==> config.mk <==
export PLATFORM = sky130hd
export DESIGN_NAME = rr_slot_arbiter
export DESIGN_NICKNAME = d
export VERILOG_FILES = /design/src/rtl/arb_pkg.sv /design/src/rtl/rr_pick.sv /design/src/rtl/rr_slot_arbiter.sv
export SDC_FILE = /design/constraint.sdc
export NUM_CORES = 1
export LEC_CHECK = 0
export BUFFER_PORTS_ARGS = -buffer_cell sky130_fd_sc_hd__buf_4
export CAP_MARGIN = 20
export CORE_UTILIZATION = 46
export CTS_CLUSTER_DIAMETER = 120
export DETAILED_ROUTE_END_ITERATION = 16
export PLACE_DENSITY = 0.72
export SETUP_SLACK_MARGIN = 0.02
export SYNTH_ARGS = -nofsm -noshare
export SYNTH_HDL_FRONTEND = slang
export SYNTH_SLANG_ARGS = --single-unit
==> constraint.sdc <==
create_clock -name clk -period 1.91 [get_ports clk]
set_clock_uncertainty 0.1 [all_clocks]
set_input_delay 0 -clock clk [delete_from_list [all_inputs] [get_ports clk]]
set_output_delay 0 -clock clk [all_outputs]
set_load 0.01 [all_outputs]
==> src/rtl/arb_pkg.sv <==
// Shared types and constants for the round-robin slot arbiter and its
// combinational pick stage.
package arb_pkg;

  typedef enum logic {
    IDLE  = 1'b0,
    GRANT = 1'b1
  } arb_state_t;

  localparam int ARB_N_DEF        = 5;
  localparam int ARB_MAX_HOLD_DEF = 16;

  // Index width for n items, never narrower than one bit.
  function automatic int idx_w(input int n);
    return (n <= 2) ? 1 : $clog2(n);
  endfunction

endpackage

==> src/rtl/rr_pick.sv <==
// Combinational round-robin pick: lowest requester at or above ptr,
// otherwise the lowest requester overall.
module rr_pick
  import arb_pkg::*;
#(
  parameter int N  = ARB_N_DEF,
  parameter int IW = idx_w(N)
) (
  input  logic [N-1:0]  req,
  input  logic [IW-1:0] ptr,
  output logic          found,
  output logic [IW-1:0] winner_idx,
  output logic [N-1:0]  winner_onehot
);

  logic [N-1:0] mask;
  logic [N-1:0] masked_req;

  generate
    for (genvar gi = 0; gi < N; gi++) begin : g_mask
      assign mask[gi] = (IW'(gi) >= ptr);
    end
  endgenerate

  assign masked_req = req & mask;

  // Scans run high-to-low so the last hit is the lowest index; the masked
  // scan runs second and overrides the unmasked fallback when it hits.
  always_comb begin
    found         = |req;
    winner_idx    = '0;
    winner_onehot = '0;
    for (int i = N - 1; i >= 0; i--) begin
      if (req[i]) begin
        winner_idx = IW'(i);
      end
    end
    for (int i = N - 1; i >= 0; i--) begin
      if (masked_req[i]) begin
        winner_idx = IW'(i);
      end
    end
    for (int i = 0; i < N; i++) begin
      winner_onehot[i] = found && (winner_idx == IW'(i));
    end
  end

endmodule

==> src/rtl/rr_slot_arbiter.sv <==
// Round-robin arbiter owning one shared write port; the grant is held until
// released. Define ARB_TIMEOUT_EN to add a forced release after MAX_HOLD cycles.
module rr_slot_arbiter
  import arb_pkg::*;
#(
  parameter int N        = ARB_N_DEF,
  parameter int MAX_HOLD = ARB_MAX_HOLD_DEF
) (
  input  logic                 clk,
  input  logic                 rst,
  input  logic [N-1:0]         req,
  input  logic                 done,
  output logic [N-1:0]         grant,
  output logic                 grant_valid,
  output logic [$clog2(N)-1:0] grant_idx,
  output logic                 timeout
);

  localparam int IW = idx_w(N);

  if (N < 2 || N > 32 || MAX_HOLD < 2) begin : g_param_check
    $error("rr_slot_arbiter: N must be 2..32 and MAX_HOLD >= 2");
  end

  arb_state_t    state_q, state_d;
  logic [IW-1:0] ptr_q, ptr_d;
  logic [N-1:0]  grant_q, grant_d;
  logic [IW-1:0] grant_idx_q, grant_idx_d;

  logic          found;
  logic [IW-1:0] winner_idx;
  logic [N-1:0]  winner_onehot;
  logic          normal_rel;
  logic          forced;
  logic          take;
  logic          hold_limit;

  rr_pick #(
    .N  (N),
    .IW (IW)
  ) u_pick (
    .req           (req),
    .ptr           (ptr_q),
    .found         (found),
    .winner_idx    (winner_idx),
    .winner_onehot (winner_onehot)
  );

  always_comb begin
    state_d     = state_q;
    ptr_d       = ptr_q;
    grant_d     = grant_q;
    grant_idx_d = grant_idx_q;
    normal_rel  = done || !req[grant_idx_q];
    forced      = 1'b0;
    take        = 1'b0;
    case (state_q)
      IDLE: begin
        take = found;
      end
      GRANT: begin
        forced = hold_limit && !normal_rel;
        if (normal_rel || forced) begin
          if (found) begin
            take = 1'b1;
          end else begin
            state_d     = IDLE;
            grant_d     = '0;
            grant_idx_d = '0;
          end
        end
      end
      default: begin
        state_d = IDLE;
      end
    endcase
    // The pointer lands one past the winner so the owner goes to the back.
    if (take) begin
      state_d     = GRANT;
      grant_d     = winner_onehot;
      grant_idx_d = winner_idx;
      ptr_d       = (winner_idx == IW'(N - 1)) ? '0 : winner_idx + 1'b1;
    end
  end

  always_ff @(posedge clk) begin
    if (rst) begin
      state_q     <= IDLE;
      ptr_q       <= '0;
      grant_q     <= '0;
      grant_idx_q <= '0;
    end else begin
      state_q     <= state_d;
      ptr_q       <= ptr_d;
      grant_q     <= grant_d;
      grant_idx_q <= grant_idx_d;
    end
  end

`ifdef ARB_TIMEOUT_EN
  localparam int HW = idx_w(MAX_HOLD);

  logic [HW-1:0] hold_q, hold_d;
  logic          timeout_q, timeout_d;

  assign hold_limit = (hold_q == HW'(MAX_HOLD - 1));

  // Any new grant, including a regrant of the same owner, restarts the count.
  always_comb begin
    hold_d    = '0;
    timeout_d = forced;
    if (!take && state_q == GRANT) begin
      hold_d = hold_q + 1'b1;
    end
  end

  always_ff @(posedge clk) begin
    if (rst) begin
      hold_q    <= '0;
      timeout_q <= 1'b0;
    end else begin
      hold_q    <= hold_d;
      timeout_q <= timeout_d;
    end
  end

  assign timeout = timeout_q;
`else
  assign hold_limit = 1'b0;
  assign timeout    = 1'b0;
`endif

  assign grant       = grant_q;
  assign grant_valid = |grant_q;
  assign grant_idx   = grant_idx_q;

endmodule

==> impl_metrics.toml <==
[synth]
avgSynthCellArea_um2 = 8.34
synth_seq_cells = 12
synth-seq-area-share_pct = 30.0
syn-num-nets = 107
synth_area_leader_cell = "dfxtp_1"
synth_cell_type_count = 37
syn_inst = 96
synthTopCellsByArea = "dfxtp_1, a21oi_1, o21ai_1"
yosysWarnings = 0
ys.flop_type = "dfxtp_1"
synth_top_area_share_pct = 30.0
synth-edff-count = 0
async_flop_share_pct = 0
syn_area_um2 = 801

[placed_design]
port_buffers = 16
dpl.hpwl_um = 1460
place.gp.congestion = 0.897

[critical_path]
cp_top_family = "compound AO/OA/AOI/OAI gates"
reg2regPathDepth = 7
slowest_stage = "dfxtp_4"
critPathMaxFanout = 7
crit_type = "reg2reg"
startpoint_type = "register"
worstReg2RegStart = "ptr_q[1]$_SDFFE_PP0P_"
worstPathArrival_ps = 2140
worst-path-buf-inv = 0
r2r_end = "ptr_q[2]$_SDFFE_PP0P_"
path_cells = "o21ai_4 > a221oi_1 > o22a_1 > ha_2 > ha_4 > nand4b_1 > a21oi_2"
slowest_delay_ps = 400
r2r_setup_slack_ps = -130
critical_path_required_ps = 2010
end_kind = "register"

[sta]
fin_ws_ps = -133
fin_crit_sh_pct = 107
max_freq_mhz = 489
maxSlewViolCount = 0
finalSetupTns_ps = -261
hold_viol = 0
rsz0062_at_grt = "true"
setup_viol = 3
min_period_ps = 2040

[floorplanning]
die_h_um = 43.7
die-area_um2 = 1910
initial_core_util_pct = 51.4
row_count = 14
die_w_um = 43.7
io_pins = 18
coreArea_um2 = 1560

[clock_network]
insertion_delay_ps = 270
cts_tree = "yes"
clk_path_buf_depth = 2
path_clk_slew_ps = 80
clock_sinks = 12
root_buffer = "clkbuf_4"
numCtsBuffers = 3
h-tree-depth = 1

[layout]
area_growth_pct = 39.4
fillers = 115
fin_util_pct = 71.6
layout_common_cells = "buf_4, a21oi_1, o21ai_1"
final_common_cell = "buf_4"
nets = 139
drive_above_1_share_pct = 38.6
n_antenna_cell = 0

[worst_hold_path]
hold_depth = 4
hold_class = "in2reg"
hold_path_startpoint = "req[3]"
hold_end = "state_q$_SDFF_PP0_"

[power]
leakage_uw = 0.000454
powerDensity_nw_per_um2 = 1190
peakVddDrop_mv = 0.825

[grt]
grt_first_pass_wirelength_um = 3360
grt_use_total_pct = 23.7
grt.overflow.total = 0
antenna_found_initial = 0
grt_max_degree = 15
grt_pass1_vias = 767

[detailed_routing]
drcViolationCount = 0
drt-wirelength-per-cell_um = 15.1
drt_iter0_drc = 24
avgViaCountPerCell = 5.91
antenna_left = 0
firstDrtPassIters = 4
num_vias = 845
wl_um = 2160

[job]
drv_cap = 0

[status]
outcome = "complete, but fails checks"
violations = "negative setup slack"
==> power breakdown <==
part           switching (uW)  internal [uW]  leakage (uW)
clock network            81.3            116     0.0000210
registers                76.4            322      0.000100
logic                     343            388      0.000333
==> cells in the mapped netlist, types with 3 or more instances <==
cell type,n
inv_1,5
o21ai_1,10
nand2b_1,6
nand4_1,3
nand3_1,3
nand2_1,4
nor2_1,6
ha_1,3
dfxtp_1,12
a21oi_1,12
==> worst min-delay path: cells and delay by family <==
| family | cells | cell delay, ps |
|---|---|---|
| AND/OR/NAND/NOR | 3 | 330 |
| buffers and inverters | 1 | 120 |
==> cell type report <==
type	instances	area [um^2]	share of cell area [%]
sequential	12	246	22.1
tap	16	20.0	1.79
inverter	6	22.5	2.02
clock buffer	4	36.3	3.25
multi-input combinational	74	553	49.6
timing repair buffer	31	238	21.3
==> state kept, by name (all words and copies together) (netlist names) <==
signal,cells
grant,5
ptr_q,3
state_q,1
grant_idx,3
==> metrics by stage <==
stage               area [um^2]  total power, uW  instances  setup WS (ps)  hold WS, ps
CTS                        1080             1270        140          -56.4          103
floorplan                   803              740         96           20.6         16.9
global placement            980              985        132           20.7          171
finish                     1120             1330        143           -133          106
detailed placement          980              997        132          -20.2          173
global route               1120             1420        143           -237          141
==> cells by family after synthesis <==
logic type,synth area share [%]
AO/OA/AOI/OAI,31.4
AND/OR/NAND/NOR,25.2
flip-flops,30.0
buffers and inverters,5.78
adder cells (fa/ha/maj),4.69
multiplexers,2.50
other,0.468
==> metal layers <==
metal	wire [um]	global-route usage [%]	vias to the layer above
li1	-	-	418
met1	974	29.3	391
met2	1030	38.2	28
met3	92	4.17	8
met4	56	14.4	0
met5	0	0	-
==> worst max-delay path by stage <==
| stage | slack, ps | from | endpoint | cells after the start |
|---|---|---|---|---|
| after global routing | -240 | ptr_q[1]$_SDFFE_PP0P_ | ptr_q[2]$_SDFFE_PP0P_ | 7 |
| after detailed placement | -20 | ptr_q[1]$_SDFFE_PP0P_ | ptr_q[2]$_SDFFE_PP0P_ | 7 |
| after CTS | -60 | ptr_q[1]$_SDFFE_PP0P_ | ptr_q[2]$_SDFFE_PP0P_ | 7 |
| after global placement | 20 | ptr_q[1]$_SDFFE_PP0P_ | ptr_q[2]$_SDFFE_PP0P_ | 7 |
| final | -130 | ptr_q[1]$_SDFFE_PP0P_ | ptr_q[2]$_SDFFE_PP0P_ | 7 |
| after floorplan | 20 | ptr_q[0]$_SDFFE_PP0P_ | ptr_q[2]$_SDFFE_PP0P_ | 7 |
==> timing repair <==
| item | 4_1_cts | 5_1_grt |
|---|---|---|
| hold buffers | 2 | 0 |
| buffers inserted | 2 | 3 |
| resized for setup | 6 | 2 |
| pin swaps | 7 | 0 |
| setup endpoints to repair | 3 | 4 |
| hold endpoints to repair | 12 | 0 |
(Power assumes the default switching activity.)
